## src/rtl/fwd_pipe.sv

```systemverilog
// fwd_pipe: write-back pipeline from EX to the regfile write port.
// Carries {wreg, wd, wdata} through DEPTH register stages with per-stage
// stall/bubble insertion, a synchronous flush, and an NREAD-port
// youngest-first forwarding network that lets ID bypass in-flight results.
module fwd_pipe #(
  parameter int DATA_W = 32,
  parameter int ADDR_W = 5,
  parameter int DEPTH  = 3,
  parameter int NREAD  = 2,
  parameter int FWD_IN = 1
) (
  input  logic                     clk,
  input  logic                     rst,
  input  logic                     in_wreg,
  input  logic [ADDR_W-1:0]        in_wd,
  input  logic [DATA_W-1:0]        in_wdata,
  input  logic [DEPTH-1:0]         stall_i,
  input  logic                     flush_i,
  input  logic [NREAD*ADDR_W-1:0]  raddr_i,
  output logic [NREAD-1:0]         fwd_hit_o,
  output logic [NREAD*DATA_W-1:0]  fwd_data_o,
  output logic                     wb_wreg,
  output logic [ADDR_W-1:0]        wb_wd,
  output logic [DATA_W-1:0]        wb_wdata,
  output logic                     busy_o
);

  logic [DEPTH-1:0]  wreg_q, wreg_d;
  logic [ADDR_W-1:0] wd_q    [DEPTH];
  logic [ADDR_W-1:0] wd_d    [DEPTH];
  logic [DATA_W-1:0] wdata_q [DEPTH];
  logic [DATA_W-1:0] wdata_d [DEPTH];

  // Source of each stage: the EX bus for stage 0, otherwise the previous stage.
  logic [DEPTH-1:0]  src_wreg;
  logic [ADDR_W-1:0] src_wd    [DEPTH];
  logic [DATA_W-1:0] src_wdata [DEPTH];

  // stall_up[k] = stall_i[k-1]; zero for stage 0 (no upstream stage to starve it).
  logic [DEPTH-1:0]  stall_up;
  assign stall_up = stall_i << 1;

  for (genvar k = 0; k < DEPTH; k++) begin : g_src
    if (k == 0) begin : g_first
      assign src_wreg[k]  = in_wreg;
      assign src_wd[k]    = in_wd;
      assign src_wdata[k] = in_wdata;
    end else begin : g_chain
      assign src_wreg[k]  = wreg_q[k-1];
      assign src_wd[k]    = wd_q[k-1];
      assign src_wdata[k] = wdata_q[k-1];
    end
  end

  // Next-stage selection: flush beats stall; a stalled stage holds, a stage
  // whose upstream neighbour is stalled takes a bubble, otherwise it advances.
  always_comb begin
    for (int k = 0; k < DEPTH; k++) begin
      wreg_d[k]  = wreg_q[k];
      wd_d[k]    = wd_q[k];
      wdata_d[k] = wdata_q[k];
      if (flush_i || (!stall_i[k] && stall_up[k])) begin
        wreg_d[k]  = 1'b0;
        wd_d[k]    = '0;
        wdata_d[k] = '0;
      end else if (!stall_i[k]) begin
        wreg_d[k]  = src_wreg[k];
        wd_d[k]    = src_wd[k];
        wdata_d[k] = src_wdata[k];
      end
    end
  end

  // Stage registers; reset empties the whole pipe immediately.
  always_ff @(posedge clk or negedge rst) begin
    if (!rst) begin
      wreg_q <= '0;
      for (int k = 0; k < DEPTH; k++) begin
        wd_q[k]    <= '0;
        wdata_q[k] <= '0;
      end
    end else begin
      wreg_q <= wreg_d;
      for (int k = 0; k < DEPTH; k++) begin
        wd_q[k]    <= wd_d[k];
        wdata_q[k] <= wdata_d[k];
      end
    end
  end

  // Forwarding: scan oldest to youngest so the youngest match overwrites.
  // The EX bus is masked while in reset so all outputs read zero then.
  always_comb begin
    fwd_hit_o  = '0;
    fwd_data_o = '0;
    for (int p = 0; p < NREAD; p++) begin
      for (int k = DEPTH - 1; k >= 0; k--) begin
        if (wreg_q[k] && (wd_q[k] == raddr_i[p*ADDR_W +: ADDR_W]) && (wd_q[k] != '0)) begin
          fwd_hit_o[p]                   = 1'b1;
          fwd_data_o[p*DATA_W +: DATA_W] = wdata_q[k];
        end
      end
      if ((FWD_IN != 0) && rst && in_wreg &&
          (in_wd == raddr_i[p*ADDR_W +: ADDR_W]) && (in_wd != '0)) begin
        fwd_hit_o[p]                   = 1'b1;
        fwd_data_o[p*DATA_W +: DATA_W] = in_wdata;
      end
    end
  end

  assign wb_wreg  = wreg_q[DEPTH-1];
  assign wb_wd    = wd_q[DEPTH-1];
  assign wb_wdata = wdata_q[DEPTH-1];
  assign busy_o   = |wreg_q;

endmodule

```

## config.mk

```make
export PLATFORM = sky130hd
export DESIGN_NAME = fwd_pipe
export DESIGN_NICKNAME = d
export VERILOG_FILES = /design/src/rtl/fwd_pipe.sv
export SDC_FILE = /design/constraint.sdc
export NUM_CORES = 1
export LEC_CHECK = 0
export ABC_AREA = 1
export CAP_MARGIN = 20
export CORE_MARGIN = 3
export CORE_UTILIZATION = 45
export CTS_CLUSTER_DIAMETER = 200
export DETAILED_ROUTE_END_ITERATION = 10
export MAX_ROUTING_LAYER = met4
export PLACE_DENSITY_LB_ADDON = 0.2
export SYNTH_ARGS = -nofsm -noshare
export SYNTH_HDL_FRONTEND = slang
export SYNTH_SLANG_ARGS = --single-unit
```

## constraint.sdc

```tcl
create_clock -name clk -period 2.4 [get_ports clk]
set_clock_uncertainty 0.1 [all_clocks]
set_input_delay 0.24 -clock clk [delete_from_list [all_inputs] [get_ports clk]]
set_output_delay 0.24 -clock clk [all_outputs]
set_load 0.01 [all_outputs]
```

* Yosys cells after proc, flatten, opt, wreduce, memory -nomap -nowiden
Cells that the tools add are included.
W data, S select, Z words.
** Storage, ports and cells
- Word-level logic and storage cells :: 82
- Input port bits :: 54
- Bits in registers :: 114
- Output and inout port bits :: 105
** Cells by class
- Eq/ne operators :: 11
- Multiplexer cells :: 34
- Reductions and logical operators :: 28
** Operators with widths (number)
- $mux W32 :: 14
- $eq A5 B5 Y1 :: 8
- $mux W5 :: 6
- $reduce_bool A5 Y1 :: 4
- $logic_and A1 B1 Y1 :: 19
- $mux W1 :: 14
- $ne A2 B1 Y1 const B :: 3
- $reduce_or A3 Y1 :: 1
- $logic_not A1 Y1 :: 2
- $logic_or A1 B1 Y1 :: 2

* Depth between registers and ports, before layout
- Depth in word-level cells :: 7
- Gate-level depth with buffers :: 12
- Depth with buffers taken out :: 12

* Least setup slack after synthesis
No wires, ideal clock.
- Path type :: register to output
- Start :: register wd_q (netlist bit wb_wd[1])
- End :: output fwd_data_o[31]
- Setup slack :: 0.652 ns
- Stages on the path, launching flop included :: 11
- Data arrival time :: 1.408 ns
- Cell sequence :: dfrtp_1 -> inv_1 -> nand2_1 -> nand2_1 -> nand2_1 -> nor2_1 -> buf_2 -> nand3_1 -> nand2_1 -> nand3_1 -> a21oi_1
** Between the ends
- Word-level cells in the longest chain between the ends :: 7
- Elaborated cells on any way between the ends :: 8
- Those cells by class :: eq/ne (1); mux (4); reduce/logical (3)
** RTL lines
- from (decl) :: RTL line 29 : logic [ADDR_W-1:0] wd_q [DEPTH];
- from (signal, indexed assignment) :: RTL line 85 : wd_q[k] <= wd_d[k];
- $eq A5 B5 Y1 :: RTL line 98 : if (wreg_q[k] && (wd_q[k] == raddr_i[p*ADDR_W +: ADDR_W]) && (wd_q[k] != '0)) begin
- $logic_and A1 B1 Y1 :: RTL line 98
- $logic_and A1 B1 Y1 (*) :: RTL line 98
- $mux W32 (*) (3 in a row) :: RTL line 98
- $mux W32 (*) :: RTL line 103 : if ((FWD_IN != 0) && rst && in_wreg &&
- to (decl) :: RTL line 21 : output logic [NREAD*DATA_W-1:0] fwd_data_o,
Mark *: on every way between the ends. The rest lies on a longest branch, timed or not.

* Final worst setup path
- Start :: register wd_q (netlist bit src_wd[8])
- End :: output fwd_data_o[33]
** Between the ends
- Word-level cells in the longest chain between the ends :: 5
- Elaborated cells on any way between the ends :: 6
- Those cells by class :: eq/ne (1); mux (2); reduce/logical (3)
** RTL lines (RTL line)
- $eq A5 B5 Y1 :: 98
- $logic_and A1 B1 Y1 :: 98
- $logic_and A1 B1 Y1 (*) :: 98
- $mux W32 (*) :: 98
- $mux W32 (*) :: 103
Marks and branches as above.

==> results.py <==
metrics = {
    "run_status": {
        "status": "finished with violations",
        "violations": "negative setup slack",
    },
    "synthesis": {
        "synth.most_common_cell": "nand3_1",
        "netlist_area_sq_um": 8940,
        "yosys.area.top_type": "dfrtp_1",
        "yosys-top-cells-area": "dfrtp_1 32%, nand3_1 21%, nand2_1 13%",
        "syn_nets": 1439,
        "ys_seq_elements": 114,
        "async_flop_share_pct": 100,
        "synth_warnings": 0,
        "synth_edf_count": 0,
        "netlist.area_leader.share_pct": 31.9,
        "ys_types": 29,
        "synth_common_cells": "369 x nand3_1, 319 x nand2_1, 125 x inv_1, 114 x dfrtp_1, 85 x nor2_1",
        "seq_area_frac_synth_pct": 31.9,
        "syn-instance-count": 1385,
        "ys.flop_type": "dfrtp_1",
        "syn_avg_cell_area_sq_um": 6.45,
    },
    "place": {
        "gp_congestion": 0.922,
        "io_buffers": 158,
        "dpl_cell_area_sq_um": 11500,
        "hpwlAfterDp_um": 23300,
    },
    "timing": {
        "drv_slew": 0,
        "fmax_mhz": 375,
        "worst_slew_pin_slew_ns": 0.891,
        "finalHoldViolCount": 0,
        "setup_viol": 64,
        "slew-limit-headroom_pct": 40.6,
        "final.setup.worst_slack_ns": -0.266,
        "tns_ns": -10.53,
        "period_needed_ns": 2.67,
        "rsz0062_at_grt": "true",
        "post-route-period-util_pct": 111,
        "holdWs_ns": 0.314,
    },
    "floorplanning": {
        "fp.dieH_um": 147,
        "io_pins": 159,
        "fp.coreArea_sq_um": 19100,
        "die_area_sq_um": 21600,
        "die_w_um": 147,
        "num_rows": 50,
        "start_util_pct": 46.8,
    },
    "global_route": {
        "grt_max_degree": 65,
        "grt_pass1_wl_um": 58200,
        "grt_pass1_vias": 10702,
        "antenna_found_initial": 0,
        "grt_overflow": 0,
        "grt.total_usage_pct": 34.8,
    },
    "worst_setup_path": {
        "crit_path_end_kind": "output pin",
        "critical_path_required_ns": 2.06,
        "cp_max_fo": 13,
        "r2r_cells": 4,
        "rr_endpoint": "src_wd[1]",
        "reg2reg_from": "src_wd[6]",
        "arrival_ns": 2.33,
        "reg2reg_slack_ns": 1.33,
        "critical_path_class": "flop to output pin",
        "setup.worst_path.start_class": "flop",
    },
    "hold_path": {
        "min_to": "src_wdata[55]",
        "min_from": "in_wdata[23]",
        "worstHoldPathCells": 3,
        "min_path_type": "input port to flop",
    },
    "power": {
        "power_mw": 5.90,
        "power-per-cell-area_nw_per_um2": 421,
        "p_leak_nw": 6.77,
        "vdd_drop_max_uv": 568,
    },
    "layout": {
        "nets": 1705,
        "fill_cells": 1412,
        "register_area_sq_um": 2860,
        "final_area_sq_um": 14000,
        "multi_input_area_sq_um": 5890,
        "drive_above_1_share_pct": 37.8,
        "diodes": 0,
        "areaGrowthSynthToFinish_pct": 56.6,
    },
    "detailed_routing": {
        "routedWlPerCell_um": 21.7,
        "drtIter0Drc": 1662,
        "drt-total-wl_um": 41800,
        "firstDrtPassIters": 6,
        "drc_errors": 0,
        "viasPerCell": 6.03,
        "drtAntennaViolNets": 0,
        "num_vias": 11608,
    },
    "clock_network": {
        "tritoncts": "done",
        "cts_max_level": 4,
        "path_clk_slew_ns": 0.07,
        "root_buffer": "clkbuf_16",
        "cts_buffer_depth": 2,
        "clkLatencyLatePin_ns": 0.43,
        "numClockSinks": 114,
        "cts_buffers": 17,
    },
    "job": {
        "drv_cap": 0,
    },
}
## routing by layer
| layer | routed length [um] | global-route usage [%] |
|---|---|---|
| met1 | 15100 | 43.7 |
| met2 | 19000 | 54.0 |
| met3 | 5220 | 7.46 |
| met4 | 2480 | 16.2 |
| met5 | 0 | - |
## worst max-delay path, stage by stage (launching register included)
cell     delay, ns
dfrtp_1       0.41
inv_2         0.07
buf_6         0.12
nand4_1       0.12
inv_2         0.08
nor2_4        0.24
buf_6         0.24
nand3_1       0.14
nand2_1       0.09
inv_1         0.06
a21oi_2       0.15
buf_2         0.15
## cell families (layout without fill, tap and decap cells)
logic type	after synthesis	after routing	synth area share, %
XOR/XNOR	8	8	0.784
AND/OR/NAND/NOR	855	855	44.9
flip-flops	114	114	31.9
AO/OA/AOI/OAI	133	133	8.88
buffers and inverters	275	554	13.5
## metrics by stage
step	util, %	std cells	worst slack [ns]
2_1_floorplan	-	1385	0.652
3_3_place_gp	60.3	1821	-0.557
3_5_place_dp	60.3	1821	-0.557
4_1_cts	68.4	1908	-0.192
5_1_grt	73.4	1924	-0.333
6_report	73.4	1924	-0.266
## registers in the layout (all words and copies together) (netlist names)
name and cells:
src_wd 10, wb_wdata 32, wreg_q 3, src_wdata 64, wb_wd 5
## placed cells by master, fill, tap and decap left out, types with 4 or more instances in the layout
cell	instances
buf_8	7
clkbuf_16	25
nand3_4	19
nand3_1	313
nor2_4	14
buf_6	39
buf_16	7
o22ai_1	8
buf_4	95
xnor2_2	4
nand3_2	67
nor2_2	7
inv_6	4
dfrtp_2	4
nand2_1	255
dfrtp_1	110
nor2_1	74
inv_1	105
a21oi_4	4
a21oi_2	51
a21oi_1	18
o21ai_0	48
inv_2	66
clkinvlp_4	4
nand2_2	67
buf_2	63
nand2_4	27
buf_12	39
clkdlybuf4s50_1	86
nand4_1	4
## report_power, final
| group | total (mW) | switching [mW] | internal, mW |
|---|---|---|---|
| clock | 2.70 | 1.06 | 1.65 |
| sequential | 2.09 | 0.0948 | 2.00 |
| combinational | 1.10 | 0.655 | 0.448 |
## worst max-delay path by stage
| stage | startpoint | to | slack, ns | depth (start not counted) |
|---|---|---|---|---|
| after floorplan | wb_wd[1] | fwd_data_o[31] | 0.65 | 10 |
| after global placement | raddr_i[5] | fwd_data_o[34] | -0.56 | 11 |
| after detailed placement | raddr_i[5] | fwd_data_o[34] | -0.56 | 11 |
| after CTS | src_wd[6] | fwd_data_o[45] | -0.19 | 10 |
| after global routing | src_wd[3] | fwd_data_o[62] | -0.33 | 14 |
| final | src_wd[8] | fwd_data_o[33] | -0.27 | 11 |
## area by class of cell
type	instances	share of cell area (%)
multi-input cells	996	42.1
repair buffers	350	26.2
flip-flops and latches	114	20.4
inverters	172	4.63
clock buffers	18	3.07
well taps	260	2.32
clock inverters	14	1.27
## timing repair
item,in CTS,in global routing
hold buffers,1,0
gates resized for setup,420,180
setup endpoints to repair,66,66
endpoints found under the hold margin,56,0
pin swaps,51,73
setup buffers,48,12
gates cloned,9,8
No activity file was read; power rests on OpenSTA's default activity.
